`src/rtl/qed_pkg.sv`:
```
`default_nettype none
// ============================================================================
// Module      : qed_pkg
// Description : Shared constants, FSM state encoding and EDDI-V register
//               remap helpers for the QED duplicating instruction sequencer.
// Revision    : 1.0 - initial release
// ============================================================================
package qed_pkg;

  // RISC-V major opcodes that have an EDDI-V duplicate
  localparam logic [6:0] OPC_R     = 7'b0110011;
  localparam logic [6:0] OPC_I     = 7'b0010011;
  localparam logic [6:0] OPC_LOAD  = 7'b0000011;
  localparam logic [6:0] OPC_STORE = 7'b0100011;
  localparam logic [6:0] OPC_LUI   = 7'b0110111;

  // Instruction field positions
  localparam int OPC_LSB = 0;
  localparam int OPC_W   = 7;
  localparam int RD_LSB  = 7;
  localparam int RS1_LSB = 15;
  localparam int RS2_LSB = 20;
  localparam int REG_W   = 5;

  // Duplicates live in the upper half of the register file
  localparam logic [4:0] QED_REG_OFFSET = 5'd16;

  typedef enum logic [1:0] {
    S_FETCH = 2'd0,
    S_DUP   = 2'd1,
    S_DONE  = 2'd2
  } qed_state_t;

  // True when the instruction has a register-renamed duplicate
  function automatic logic qed_dupable(input logic [31:0] instr);
    logic w_dup;
    w_dup = 1'b0;
    case (instr[OPC_LSB +: OPC_W])
      OPC_R, OPC_I, OPC_LOAD, OPC_STORE, OPC_LUI: w_dup = 1'b1;
      default:                                    w_dup = 1'b0;
    endcase
    return w_dup;
  endfunction

  // x0 stays x0; any other register moves into x16..x31 (idempotent OR)
  function automatic logic [4:0] qed_remap_reg(input logic [4:0] reg_idx);
    return (reg_idx == 5'd0) ? reg_idx : (reg_idx | QED_REG_OFFSET);
  endfunction

  // Build the duplicate: remap only the register fields the format uses,
  // so immediates that share those bit positions pass through untouched
  function automatic logic [31:0] qed_remap(input logic [31:0] instr);
    logic [31:0] w_out;
    logic        w_rd;
    logic        w_rs1;
    logic        w_rs2;
    w_out = instr;
    w_rd  = 1'b0;
    w_rs1 = 1'b0;
    w_rs2 = 1'b0;
    case (instr[OPC_LSB +: OPC_W])
      OPC_R: begin
        w_rd  = 1'b1;
        w_rs1 = 1'b1;
        w_rs2 = 1'b1;
      end
      OPC_I, OPC_LOAD: begin
        w_rd  = 1'b1;
        w_rs1 = 1'b1;
      end
      OPC_STORE: begin
        w_rs1 = 1'b1;
        w_rs2 = 1'b1;
      end
      OPC_LUI: w_rd = 1'b1;
      default: w_rd = 1'b0;
    endcase
    if (w_rd)  w_out[RD_LSB  +: REG_W] = qed_remap_reg(instr[RD_LSB  +: REG_W]);
    if (w_rs1) w_out[RS1_LSB +: REG_W] = qed_remap_reg(instr[RS1_LSB +: REG_W]);
    if (w_rs2) w_out[RS2_LSB +: REG_W] = qed_remap_reg(instr[RS2_LSB +: REG_W]);
    return w_out;
  endfunction

endpackage
`default_nettype wire

```
`src/rtl/qed_sync_fifo.sv`:
```
`default_nettype none
// ============================================================================
// Module      : qed_sync_fifo
// Description : Single-clock FIFO with power-of-two depth, wrapping pointers
//               and an occupancy count one bit wider than the pointers.
// Revision    : 1.0 - initial release
// ============================================================================
module qed_sync_fifo #(
  parameter int DEPTH = 4,
  parameter int WIDTH = 32
) (
  input  logic                     clk_i,
  input  logic                     rst_ni,
  input  logic                     push_i,
  input  logic                     pop_i,
  input  logic [WIDTH-1:0]         data_i,
  output logic [WIDTH-1:0]         data_o,
  output logic                     full_o,
  output logic                     empty_o,
  output logic [$clog2(DEPTH):0]   count_o
);

  localparam int PTR_W = $clog2(DEPTH);
  localparam logic [PTR_W:0] C_DEPTH = (PTR_W + 1)'(DEPTH);

  logic [WIDTH-1:0] r_mem [DEPTH];
  logic [PTR_W-1:0] r_wr_ptr;
  logic [PTR_W-1:0] r_rd_ptr;
  logic [PTR_W:0]   r_count;
  logic             w_push;
  logic             w_pop;

  assign full_o  = (r_count == C_DEPTH);
  assign empty_o = (r_count == '0);
  assign count_o = r_count;
  assign data_o  = r_mem[r_rd_ptr];

  // Overflow / underflow requests are ignored rather than corrupting state
  assign w_push = push_i && !full_o;
  assign w_pop  = pop_i  && !empty_o;

  // Storage array; contents need no reset because the count guards reads
  always_ff @(posedge clk_i) begin
    if (w_push) r_mem[r_wr_ptr] <= data_i;
  end

  // Pointers wrap naturally because the depth is a power of two
  always_ff @(posedge clk_i or negedge rst_ni) begin
    if (!rst_ni) begin
      r_wr_ptr <= '0;
      r_rd_ptr <= '0;
    end else begin
      if (w_push) r_wr_ptr <= r_wr_ptr + PTR_W'(1);
      if (w_pop)  r_rd_ptr <= r_rd_ptr + PTR_W'(1);
    end
  end

  // Occupancy tracks simultaneous push and pop as no change
  always_ff @(posedge clk_i or negedge rst_ni) begin
    if (!rst_ni) begin
      r_count <= '0;
    end else begin
      case ({w_push, w_pop})
        2'b10:   r_count <= r_count + (PTR_W + 1)'(1);
        2'b01:   r_count <= r_count - (PTR_W + 1)'(1);
        default: r_count <= r_count;
      endcase
    end
  end

endmodule
`default_nettype wire

```
`src/rtl/qed_dup_sequencer.sv`:
```
`default_nettype none
// ============================================================================
// Module      : qed_dup_sequencer
// Description : Buffers the original instruction stream and emits each word
//               followed, when enabled, by its EDDI-V duplicate, stopping once
//               the instruction memory word budget is used up.
// Revision    : 1.0 - initial release
// ============================================================================
module qed_dup_sequencer
  import qed_pkg::*;
#(
  parameter int FIFO_DEPTH = 4,
  parameter int MAX_WORDS  = 256
) (
  input  logic        clk_i,
  input  logic        rst_ni,
  input  logic        instr_vld_i,
  input  logic [31:0] instr_i,
  output logic        instr_rdy_o,
  input  logic        qed_ena_i,
  output logic        qed_vld_o,
  output logic [31:0] qed_instr_o,
  output logic        done_o
);

  localparam int CNT_W = $clog2(FIFO_DEPTH) + 1;
  localparam int WC_W  = $clog2(MAX_WORDS + 1);
  localparam logic [CNT_W-1:0] C_FIFO_DEPTH = CNT_W'(FIFO_DEPTH);
  localparam logic [WC_W-1:0]  C_MAX_WORDS  = WC_W'(MAX_WORDS);

  qed_state_t       r_state;
  qed_state_t       w_next_state;
  logic [WC_W-1:0]  r_word_count;
  logic [WC_W-1:0]  w_count_next;
  logic [WC_W-1:0]  w_remaining;
  logic [WC_W-1:0]  w_need;
  logic [31:0]      r_hold;
  logic [31:0]      w_fifo_head;
  logic [31:0]      w_emit_word;
  logic [CNT_W-1:0] w_fifo_count;
  logic             w_fifo_empty;
  logic             w_unused_fifo_full;
  logic             w_push;
  logic             w_pop;
  logic             w_emit;

  // Ready ignores a same-cycle pop: a full FIFO never accepts
  assign done_o       = (r_state == S_DONE);
  assign instr_rdy_o  = (w_fifo_count < C_FIFO_DEPTH) && !done_o;
  assign w_push       = instr_vld_i && instr_rdy_o;
  assign w_remaining  = C_MAX_WORDS - r_word_count;
  assign w_count_next = r_word_count + WC_W'(1);
  assign w_need       = (qed_ena_i && qed_dupable(w_fifo_head)) ? WC_W'(2) : WC_W'(1);

  qed_sync_fifo #(
    .DEPTH (FIFO_DEPTH),
    .WIDTH (32)
  ) u_fifo (
    .clk_i   (clk_i),
    .rst_ni  (rst_ni),
    .push_i  (w_push),
    .pop_i   (w_pop),
    .data_i  (instr_i),
    .data_o  (w_fifo_head),
    .full_o  (w_unused_fifo_full),
    .empty_o (w_fifo_empty),
    .count_o (w_fifo_count)
  );

  // Sequencer state register
  always_ff @(posedge clk_i or negedge rst_ni) begin
    if (!rst_ni) r_state <= S_FETCH;
    else         r_state <= w_next_state;
  end

  // Next state, pop and emit decisions; an original is only taken when its
  // whole pair fits in the remaining budget so a pair is never split
  always_comb begin
    w_next_state = r_state;
    w_pop        = 1'b0;
    w_emit       = 1'b0;
    w_emit_word  = w_fifo_head;
    unique case (r_state)
      S_FETCH: begin
        if (!w_fifo_empty) begin
          if (w_remaining >= w_need) begin
            w_pop  = 1'b1;
            w_emit = 1'b1;
            if (w_need == WC_W'(2))          w_next_state = S_DUP;
            else if (w_count_next == C_MAX_WORDS) w_next_state = S_DONE;
          end else begin
            w_next_state = S_DONE;
          end
        end
      end
      S_DUP: begin
        w_emit       = 1'b1;
        w_emit_word  = qed_remap(r_hold);
        w_next_state = (w_count_next == C_MAX_WORDS) ? S_DONE : S_FETCH;
      end
      S_DONE: begin
        w_next_state = S_DONE;
      end
      default: begin
        w_next_state = S_FETCH;
      end
    endcase
  end

  // Emitted-word counter; emits only happen with budget left, so no wrap
  always_ff @(posedge clk_i or negedge rst_ni) begin
    if (!rst_ni)     r_word_count <= '0;
    else if (w_emit) r_word_count <= w_count_next;
  end

  // Keep the popped original so its duplicate can be formed next cycle
  always_ff @(posedge clk_i or negedge rst_ni) begin
    if (!rst_ni)    r_hold <= '0;
    else if (w_pop) r_hold <= w_fifo_head;
  end

  // Registered output stream; the word holds its value between emits
  always_ff @(posedge clk_i or negedge rst_ni) begin
    if (!rst_ni) begin
      qed_vld_o   <= 1'b0;
      qed_instr_o <= '0;
    end else begin
      qed_vld_o <= w_emit;
      if (w_emit) qed_instr_o <= w_emit_word;
    end
  end

endmodule
`default_nettype wire

```
`config.mk`:
```
export PLATFORM = sky130hd
export DESIGN_NAME = qed_dup_sequencer
export DESIGN_NICKNAME = d
export VERILOG_FILES = /design/src/rtl/qed_pkg.sv /design/src/rtl/qed_sync_fifo.sv /design/src/rtl/qed_dup_sequencer.sv
export SDC_FILE = /design/constraint.sdc
export NUM_CORES = 1
export LEC_CHECK = 0
export BUFFER_PORTS_ARGS = -buffer_cell sky130_fd_sc_hd__buf_4
export CAP_MARGIN = 0
export CORE_MARGIN = 3
export CORE_UTILIZATION = 61
export DETAILED_ROUTE_END_ITERATION = 8
export PLACE_DENSITY = 0.82
export RECOVER_POWER = 25
export SETUP_SLACK_MARGIN = 0.3
export SLEW_MARGIN = 15
export SYNTH_ARGS = -nofsm -noshare
export SYNTH_HDL_FRONTEND = slang
export SYNTH_SLANG_ARGS = --single-unit
export TNS_END_PERCENT = 5
```
`constraint.sdc`:
```
create_clock -name clk_i -period 8.5 [get_ports clk_i]
set_input_delay 1.7 -clock clk_i [delete_from_list [all_inputs] [get_ports clk_i]]
set_output_delay 1.7 -clock clk_i [all_outputs]
set_load 0.05 [all_outputs]
```
# Word level (Yosys, flattened, before mapping)
# Memory sizes are Yosys's and may differ from the RTL's.
# Index checks and enable logic that the tools add are counted.
# W data, S select, Z words.
# classes
add_sub_neg,6
order_cmp,2
n_eq_ne,19
mux,28
n_reduce_logical,19
# ops
op,count
$eq A7 B6 Y1 const B,6
$mux W32,1
$mux W5,6
$logic_not A5 Y1,3
$eq A7 B2 Y1 const B,2
$eq A7 B5 Y1 const B,2
$mux W1,12
$mux W2,6
$add A9 B1 Y9 const B,1
$eq A9 B9 Y1 const B,1
$ge A9 B2 Y1,1
$sub A9 B9 Y9 const A,1
$reduce_or A4 Y1,2
$eq A2 B2 Y1 const B,3
$pmux W2 S3,1
$pmux W3 S2,1
$logic_and A1 B1 Y1,5
$reduce_or A5 Y1,1
$add A2 B1 Y2 const B,2
$eq A2 B1 Y1 const B,2
$ne A4 B4 Y1 const B,1
$add A3 B1 Y3 const B,1
$eq A3 B3 Y1 const B,1
$logic_not A1 Y1,3
9 further kinds,9
# totals
ff_bits,83
ramBits,128
inputBits,36
out_inout_bits,35
mem_count,1
# mem_list
memory,words,width,read_ports,rd_ports_with_merged_regs,wr,line_no,text
u_fifo.r_mem,4,32,1,0,1,qed_sync_fifo.sv:26,logic [WIDTH-1:0] r_mem [DEPTH];

# Logic depth before layout (Yosys ltp)
# Gate-level depths: netlist of the first run.
# An unclocked memory read counts as a cell.
# logic_depth
ltp_word,13
ltp_mapped,19

# Hierarchy
# A second synthesis of the first run with hierarchy kept.
# hier_totals
hier_cells,531
area_unflattened_um2,8615.8
# modules_own_cells
module,n_inst,cells_per_inst,area_per_inst_um2,seq_area_each_um2
qed_sync_fifo,1,205,5091.1,4018.9
qed_dup_sequencer,1,326,3524.6,1901.8

# Least setup slack after synthesis of the first run
# Ideal clock, no wire load.
# synth_timing
path_type,input -> register
startpoint,input port qed_ena_i
endpoint,register u_fifo.r_count[2] (netlist: u_fifo.count_o[2])
t_arrival_ps,3899
slack_ps,4476
cell_stages,15
n_path_buf,1
path_cell_list,nand4_1 -> a21o_1 -> ha_1 -> o21ai_0 -> nand4_1 -> or2_4 -> nand3_4 -> buf_6 -> inv_1 -> ha_1 -> inv_1 -> fa_1 -> xor2_1 -> nor2_1 -> xor2_1
# synth_via
elab_chain_len,9
word_cells_on_any_way,11
classes_between,1 x order compare; 2 x eq/ne; 5 x mux; 3 x reduce/logical
# synth_rtl
element,line_no,text
"start, declared",qed_dup_sequencer.sv:20,"input logic qed_ena_i,"
$logic_and A1 B1 Y1 (*),qed_dup_sequencer.sv:53,assign w_need = (qed_ena_i && qed_dupable(w_fifo_head)) ? WC_W'(2) : WC_W'(1);
$mux W2 (*),qed_dup_sequencer.sv:53,
$ge A9 B2 Y1 (*),qed_dup_sequencer.sv:86,if (w_remaining >= w_need) begin
$mux W1 (*),qed_dup_sequencer.sv:86,
$mux W1 (*),qed_dup_sequencer.sv:85,if (!w_fifo_empty) begin
$mux W1 (*),qed_dup_sequencer.sv:83,unique case (r_state)
$logic_and A1 B1 Y1 (*),qed_sync_fifo.sv:40,assign w_pop = pop_i && !empty_o;
named net u_fifo.w_pop,qed_sync_fifo.sv:31,logic w_pop;
$eq A2 B1 Y1 / $eq A2 B2 Y1 (equally long branches),qed_sync_fifo.sv:63,"case ({w_push, w_pop})"
$pmux W3 S2 / $reduce_bool A2 Y1 (equally long branches),--,
"end signal, assigned",qed_sync_fifo.sv:64,2'b10: r_count <= r_count + (PTR_W + 1)'(1);
"end signal, assigned",qed_sync_fifo.sv:65,2'b01: r_count <= r_count - (PTR_W + 1)'(1);
"end signal, assigned",qed_sync_fifo.sv:66,default: r_count <= r_count;
"end, declared",qed_sync_fifo.sv:29,logic [PTR_W:0] r_count;
# Mark *: on every way through the listed nets, which the timed path passes. The rest lies on a longest branch.
# A chain may end at the register's enable or synchronous reset.

# Worst setup path after layout of the first run
# layout_timing
startpoint,register u_fifo.r_rd_ptr[1]
endpoint,register u_fifo.r_count[2] (netlist: u_fifo.count_o[2])
# layout_via
elab_chain_len,13
word_cells_on_any_way,19
classes_between,1 x order compare; 7 x eq/ne; 6 x mux; 4 x reduce/logical; 1 x memory
# layout_rtl
element,line_no,text
"start, declared",qed_sync_fifo.sv:28,logic [PTR_W-1:0] r_rd_ptr;
"start signal, assigned",qed_sync_fifo.sv:54,if (w_pop) r_rd_ptr <= r_rd_ptr + PTR_W'(1);
$mem_v2 Z4 W32 (*),--,
"$eq A7 B6 Y1, or another cell as far along",qed_pkg.sv:38,case (instr[OPC_LSB +: OPC_W])
$reduce_or A5 Y1 (*),qed_pkg.sv:38,
$mux W1 (*),qed_pkg.sv:38,
$logic_and A1 B1 Y1 (*),qed_dup_sequencer.sv:53,
$mux W2 (*),qed_dup_sequencer.sv:53,
$ge A9 B2 Y1 (*),qed_dup_sequencer.sv:86,
$mux W1 (*),qed_dup_sequencer.sv:86,
$mux W1 (*),qed_dup_sequencer.sv:85,
$mux W1 (*),qed_dup_sequencer.sv:83,
$logic_and A1 B1 Y1 (*),qed_sync_fifo.sv:40,
named net u_fifo.w_pop,qed_sync_fifo.sv:31,
$eq A2 B1 Y1 / $eq A2 B2 Y1 (equally long branches),qed_sync_fifo.sv:63,
$pmux W3 S2 / $reduce_bool A2 Y1 (equally long branches),--,
# Marks and branches as above.

==> results of run 1 <==
==> kinds of logic after synthesis <==
logic type | after synthesis | share of synthesized area
and+or+nand+nor | 83 | 0.0491
xor gates and xnor gates | 17 | 0.0170
muxes | 99 | 0.175
adders and majority gates | 11 | 0.0166
DFF | 211 | 0.677
AOI/OAI and AO/OA | 59 | 0.0416
buffers and inverters | 41 | 0.0236
==> worst min-delay path by stage <==
stage / endpoint / from / slack [ns]
after floorplan: u_fifo.count_o[2]$_DFFE_PN0P_ / u_fifo.count_o[2]$_DFFE_PN0P_ / 0.46
after global placement: u_fifo.count_o[2]$_DFFE_PN0P_ / u_fifo.count_o[2]$_DFFE_PN0P_ / 0.48
after detailed placement: u_fifo.count_o[2]$_DFFE_PN0P_ / u_fifo.count_o[2]$_DFFE_PN0P_ / 0.49
after CTS: u_fifo.count_o[2]$_DFFE_PN0P_ / u_fifo.count_o[2]$_DFFE_PN0P_ / 0.50
after global routing: u_fifo.count_o[2]$_DFFE_PN0P_ / u_fifo.count_o[2]$_DFFE_PN0P_ / 0.52
final: u_fifo.count_o[2]$_DFFE_PN0P_ / u_fifo.count_o[2]$_DFFE_PN0P_ / 0.50
==> flip-flops by register name, summed over array words and instances (netlist names) <==
name             count
qed_instr_o         32
qed_vld_o            1
r_hold              32
r_state              2
r_word_count         9
u_fifo.count_o       3
u_fifo.r_mem       128
u_fifo.r_rd_ptr      2
u_fifo.r_wr_ptr      2
==> worst max-delay path, delay by kind of cell, from the launching register on <==
family	cells	cell delay, ns
and+or+nand+nor	6	1.43
xor gates and xnor gates	2	0.30
AOI/OAI and AO/OA	2	0.46
muxes	1	0.39
DFF	1	0.74
buffers and inverters	3	0.62
adders and majority gates	3	0.70
==> synthesized netlist by cell type, types with 4 or more instances <==
master / number
mux2i_1: 34
a21oi_1: 38
inv_1: 12
xnor2_1: 7
mux2_4: 27
nand4_1: 5
and3_1: 4
dfrtp_1: 83
nand2_1: 9
ha_1: 10
xor2_1: 10
clkbuf_1: 15
mux4_2: 32
buf_6: 5
nor2_1: 41
mux2_2: 5
nand3_1: 4
edfxtp_1: 128
==> where the power goes <==
part | switching [mW] | internal [mW]
logic | 0.946 | 0.767
registers | 0.240 | 1.40
clock network | 0.390 | 0.563
total | 1.58 | 2.73
==> area by class of cell <==
class                           instances  area, µm²
Clock buffer                           29        597
Clock inverter                         11        140
Fill cell                             840       3900
Inverter                               12       45.0
Multi-Input combinational cell        269       2630
Sequential cell                       211       5920
Tap cell                              180        225
Timing Repair Buffer                   78        477
==> through the flow <==
stage	utilization	total power, mW
after floorplan	-	2.95
after global placement	0.675	3.29
after detailed placement	0.675	3.38
after CTS	0.728	4.35
after global routing	0.720	4.53
final	0.720	4.30
==> per-layer routing <==
layer  vias to the layer above  share of wire
li1                       2131              -
met1                      2446           0.40
met2                       160           0.51
met3                        43          0.064
met4                         2          0.026
met5                         -        0.00048
==> metrics.md, run 1 <==
| Metric | Value |
|---|---|
| Ratio of final minimum period to clock period | `0.562` |
| Die width | `roughly 130 µm` |
| Crit path DAT | `5.16 ns` |
| CP Cell Sequence | `buf_4, mux4_2, nor2_1, nand4_1, a21o_1, ha_1, o21ai_0, nand4_1, or2_4, nand3_4, inv_1, ha_1, inv_1, fa_1, xor2_1, nor2_1, xor2_1` |
| Place WS | `roughly 3.7 ns` |
| H-tree depth | `1` |
| Reg-to-Reg Start | `u_fifo.r_rd_ptr[1]$_DFFE_PN0P_` |
| WHS | `approximately 0.50 ns` |
| Fmax | `0.209 GHz` |
| Pwr dens | `429 mW/mm²` |
| CTS buffer count | `22` |
| Max incr delay on CP | `around 0.74 ns` |
| Worst r2r dst | `u_fifo.count_o[2]$_DFFE_PN0P_` |
| Met1 global-route usage | `0.285` |
| Crit. Startpoint | `u_fifo.r_rd_ptr[1]$_DFFE_PN0P_` |
| Starting Density | `0.628` |
| Crit. End Element | `flip-flop` |
| Clock skew | `roughly 0.016 ns` |
| Most common cell after layout, fill and taps aside | `edfxtp_1` |
| Hold crit path type | `reg2reg` |
| DR pass1 iterations | `5` |
| Placed Cells | `750` |
| CTS root buf | `clkbuf_16` |
| Sink Count | `~210` |
| Final min period | `between 4 and 5 ns` |
| Yosys warning count | `0` |
| CP required | `slightly below 9 ns` |
| Setup crit end | `u_fifo.count_o[2]$_DFFE_PN0P_` |
| Final Hold Viols | `0` |
| Grt met3 use | `0.0500` |
| GR peak layer | `met2` |
| Layout cell share with drive strength beyond 1 | `0.252` |
| Least-Margin Pin Slew | `between 0.7 and 0.8 ns` |
| Fin nets | `between 600 and 700` |
| RSZ-0062 raised after global routing | `false` |
| Worst skew pair latency | `between 0.5 and 0.6 ns` |
| Post-synthesis cell count | `about 520` |
| Reg2Reg Setup Slack | `about 3.7 ns` |
| Vias/cell | `slightly above 6` |
| Cell Rows | `between 40 and 50` |
| CTS tree | `yes` |
| Postcts setup bufs | `0` |
| Routed Antenna Nets | `0` |
| Drt drc | `0` |
| Area growth syn-to-layout | `14.7%` |
| First-pass GRT wire length | `~27000 µm` |
| WS Path Type | `reg2reg` |
| Pins over their slew limit | `0` |
| Yosys reg bits | `roughly 210` |
| Diode count | `0` |
| Final setup TNS | `0 ns` |
| Routed Wire Length | `16600 µm` |
| Total track usage | `0.216` |
| Non-filler cells, final | `790` |
| Most used DFF post-synth | `edfxtp_1` |
| Netlist cell types | `53` |
| Max-cap violations | `0` |
| Die height | `~130 µm` |
| Async S/R FF share, synth | `0.393` |
| Max IR drop VDD | `about 310 µV` |
| FF-to-FF path depth | `17` |
| Die ar. | `0.0158 mm²` |
| Total gr overflow | `0` |
| Cell Area, Placed | `0.00941 mm²` |
| Crit-path max FO | `35` |
| Critical path's slowest cell | `dfrtp_1` |
| Clk pin slew, worst setup/hold paths | `~0.060 ns` |
| I/O Buffers | `70` |
| Status | `finished, final reports clean` |
| Clock Path Buffers | `3` |
| Routed via count | `between 4000 and 5000` |
| GR Util met2 | `0.358` |
| Number of flops mapped to enable cells by yosys | `128` |
| Crit start category | `flip-flop` |
| Most frequent cells in the layout | `edfxtp_1, dfrtp_1, buf_4` |
| Cell Area, Synth | `~0.009 mm²` |
| Top post-synthesis cells by area | `edfxtp_1, dfrtp_1, mux4_2` |
| Final WS setup | `between 3 and 4 ns` |
| Average routed wire per standard cell | `~21 µm` |
| # resized after CTS | `0` |
| Register area share after synthesis | `0.677` |
| Post-synth top area cell | `edfxtp_1` |
| Vias in the first global route | `5030` |
| Largest net degree at the start of global routing | `84` |
| Initial antenna violation count | `1` |
| Ports | `between 70 and 80` |
| Lkg Pwr | `3.76 nW` |
| Worst slew margin | `0.482` |
| Detailed Route Iter0 Violations | `about 370` |
| Dpl hpwl | `about 9900 µm` |
| Syn nets | `between 500 and 600` |
| Final instance area | `about 0.010 mm²` |
| WHS Path Cells | `1` |
| Placer Congestion | `between 0.8 and 0.9` |
| Area share of the leading cell type in the synthesized netlist | `0.439` |
| Setup violators final | `0` |
| Syn Area/Cell | `about 17 µm²` |
| Hold buffers post-CTS | `0` |
| CORE AREA | `0.0139 mm²` |
Note: power is estimated with default switching activity, not from simulation.
==> inputs of run 2 (changes only) <==
--- a/config.mk
+++ b/config.mk
@@ -8,9 +8,9 @@
 export BUFFER_PORTS_ARGS = -buffer_cell sky130_fd_sc_hd__buf_4
 export CAP_MARGIN = 0
 export CORE_MARGIN = 3
-export CORE_UTILIZATION = 61
+export CORE_UTILIZATION = 59
 export DETAILED_ROUTE_END_ITERATION = 8
-export PLACE_DENSITY = 0.82
+export PLACE_DENSITY = 0.8
 export RECOVER_POWER = 25
 export SETUP_SLACK_MARGIN = 0.3
 export SLEW_MARGIN = 15
==> constraint.sdc (replaced) <==
create_clock -name clk_i -period 4.6 [get_ports clk_i]
set_input_delay 0.92 -clock clk_i [delete_from_list [all_inputs] [get_ports clk_i]]
set_output_delay 0.92 -clock clk_i [all_outputs]
set_load 0.05 [all_outputs]
==> run 2 against run 1 <==
Wire length rose by 3.4%. Global-route usage rose by 0.47 points. Sequential share of layout area rose by 0.55 points. Die area rose by 3.2%. Clock skew fell by 0.0027 ns. First-iteration DRC count fell by 29%. Final cell count fell by 0.38%. Total power rose by 82%. Via count rose by 0.42%. Critical endpoint is now u_fifo.count_o[1]$_DFFE_PN0P_. Largest cell class unchanged.
==> metrics.md, run 2 (synthesized netlist as in run 1, its figures left out) <==
| Metric | Value |
|---|---|
| Starting Density | `0.616` |
| CP required | `5.00 ns` |
| Placed Cells | `750` |
| Worst slew margin | `0.344` |
| Status | `finished, final reports clean` |
| Reg-to-Reg Start | `u_fifo.r_rd_ptr[0]$_DFFE_PN0P_` |
| Hold_sp | `r_hold[13]$_DFFE_PN0P_` |
| Die height | `~130 µm` |
| CP Cell Sequence | `mux4_2, nor2_1, nand4_1, a21o_1, ha_1, a211oi_1, nand4_1, or2_4, nand3_4, inv_1, ha_1, inv_1, fa_1, mux2i_1` |
| Clock skew | `~0.013 ns` |
| Total track usage | `0.220` |
| Cell Rows | `43` |
| Drt drc | `0` |
| Part of the power in the clock network | `0.202` |
| Max incr delay on CP | `between 0.5 and 0.6 ns` |
| First-pass GRT wire length | `about 28000 µm` |
| CTS tree | `yes` |
| Area growth syn-to-layout | `13.7%` |
| Average routed wire per standard cell | `between 20 and 25 µm` |
| Final Hold Viols | `0` |
| Most frequent cells in the layout | `edfxtp_1, dfrtp_1, buf_4` |
| Placer Congestion | `between 0.7 and 0.8` |
| Crit path DAT | `approximately 4.4 ns` |
| Die ar. | `about 0.016 mm²` |
| Pwr dens | `786 mW/mm²` |
| Ports | `71` |
| Final core occ | `0.700` |
| Pwr Total | `around 7.8 mW` |
| Internal power | `around 4.9 mW` |
| CORE AREA | `approximately 0.014 mm²` |
| I/O Buffers | `70` |
| Clock Path Buffers | `3` |
| Postcts setup bufs | `0` |
| Layout cell share with drive strength beyond 1 | `0.252` |
| RSZ-0062 raised after global routing | `false` |
| Routed Wire Length | `around 17000 µm` |
| Diode count | `0` |
| DR pass1 iterations | `5` |
| CTS root buf | `clkbuf_16` |
| Clk pin slew, worst setup/hold paths | `0.06 ns` |
| Critical path's slowest cell | `mux4_2` |
| Detailed Route Iter0 Violations | `266` |
| Most common cell after layout, fill and taps aside | `edfxtp_1` |
| Total gr overflow | `0` |
| Crit. Startpoint | `u_fifo.r_rd_ptr[0]$_DFFE_PN0P_` |
| Max-cap violations | `0` |
| Initial antenna violation count | `0` |
| Largest net degree at the start of global routing | `74` |
| Pins over their slew limit | `0` |
| Fmax | `0.249 GHz` |
| Psw | `2.89 mW` |
| Sink Count | `211` |
| Part of the power in registers | `0.387` |
| Fillcell total | `around 940` |
| Least-Margin Pin Slew | `0.985 ns` |
| Largest register FFs | `between 100 and 150` |
| Setup violators final | `0` |
| Lkg Pwr | `about 3.7 nW` |
| Fin nets | `640` |
| Final setup TNS | `0 ns` |
| Vias/cell | `a little over 6` |
| Largest regs | `u_fifo.r_mem (128), qed_instr_o (32), r_hold (32)` |
| Routed via count | `about 4800` |
| Max IR drop VDD | `roughly 480 µV` |
| Crit. End Element | `flip-flop` |
| Ratio of final minimum period to clock period | `0.871` |
| Comb power frac | `0.411` |
| CTS buffer count | `21` |
| Final min period | `around 4.0 ns` |
| Non-filler cells, final | `787` |
| Vias in the first global route | `~5200` |
| Routed Antenna Nets | `0` |
| Most flops, register | `u_fifo.r_mem` |
| Worst skew pair latency | `~0.49 ns` |
| Die width | `approximately 130 µm` |
| WS Path Type | `reg2reg` |
| Dpl hpwl | `10400 µm` |
| Crit-path max FO | `21` |
| Crit start category | `flip-flop` |
| Switching Share | `0.369` |
| H-tree depth | `1` |
| Hold crit path type | `reg2reg` |
run 2: cell types whose count changed in the layout (fill, tap and decap cells not counted), sizes merged:
cell | previous run | this run
bufinv | 2 | 0
clkinv | 7 | 3
clkbuf | 59 | 62
run 2: path summary, 6_finish.rpt:
kind                                                        to  slack (ns)  cells after the start
worst max register to register   u_fifo.count_o[1]$_DFFE_PN0P_        0.59                     14
min in group asynchronous                  qed_vld_o$_DFF_PN0_        0.54                      1
worst min-delay path                    r_hold[13]$_DFFE_PN0P_        0.51                      1
worst min register to register          r_hold[13]$_DFFE_PN0P_        0.51                      1
max in group asynchronous       u_fifo.r_rd_ptr[0]$_DFFE_PN0P_        3.23                      2
worst max-delay path             u_fifo.count_o[1]$_DFFE_PN0P_        0.59                     14
run 2: critical path: cells and delay by family, from the launching register on:
family,cells,cell delay (ns)
buffers and inverters,2,0.17
adders and majority gates,3,0.85
AOI/OAI and AO/OA,2,0.46
muxes,2,0.73
and+or+nand+nor,5,1.15
DFF,1,0.55
run 2: power by group through the flow:
stage	clock (mW)	sequential, mW	combinational (mW)
6_report	1.58	3.03	3.21
5_1_grt	1.69	3.09	3.46
4_1_cts	1.61	3.02	3.25
3_5_place_dp	0	3.04	3.23
3_3_place_gp	0	3.01	3.09
2_1_floorplan	0	3.35	2.11
run 2: routing by layer:
metal / wire length, µm / global-route usage / part of all wire
met1: 7060 / 0.289 / 0.41
met2: 8540 / 0.368 / 0.50
met3: 962 / 0.0442 / 0.056
met4: 654 / 0.0830 / 0.038
met5: 0 / 0 / 0
run 2: what timing repair did:
item / in CTS / in global routing
endpoints found under the hold margin: 0 / 0
resized for setup: 0 / 1
hold buffers: 0 / 0
endpoints found under the setup margin: 0 / 1
run 2: metrics by stage:
step / hold WS (ns) / area (µm²) / setup slack (ns)
after global placement: 0.480 / 9410 / 0.756
after CTS: 0.498 / 10100 / 0.517
after floorplan: 0.464 / 8750 / 1.05
after global routing: 0.519 / 9950 / 0.342
after detailed placement: 0.486 / 9410 / 0.574
final: 0.511 / 9950 / 0.592
run 2: area by class of cell:
type	instances	area [µm²]	share of cell area
tap	180	225	0.0226
timing repair buffer	78	473	0.0475
clock inverter	5	27.5	0.00277
clock buffer	32	617	0.0620
sequential	211	5920	0.596
inverter	12	45.0	0.00453
multi-input combinational	269	2640	0.265
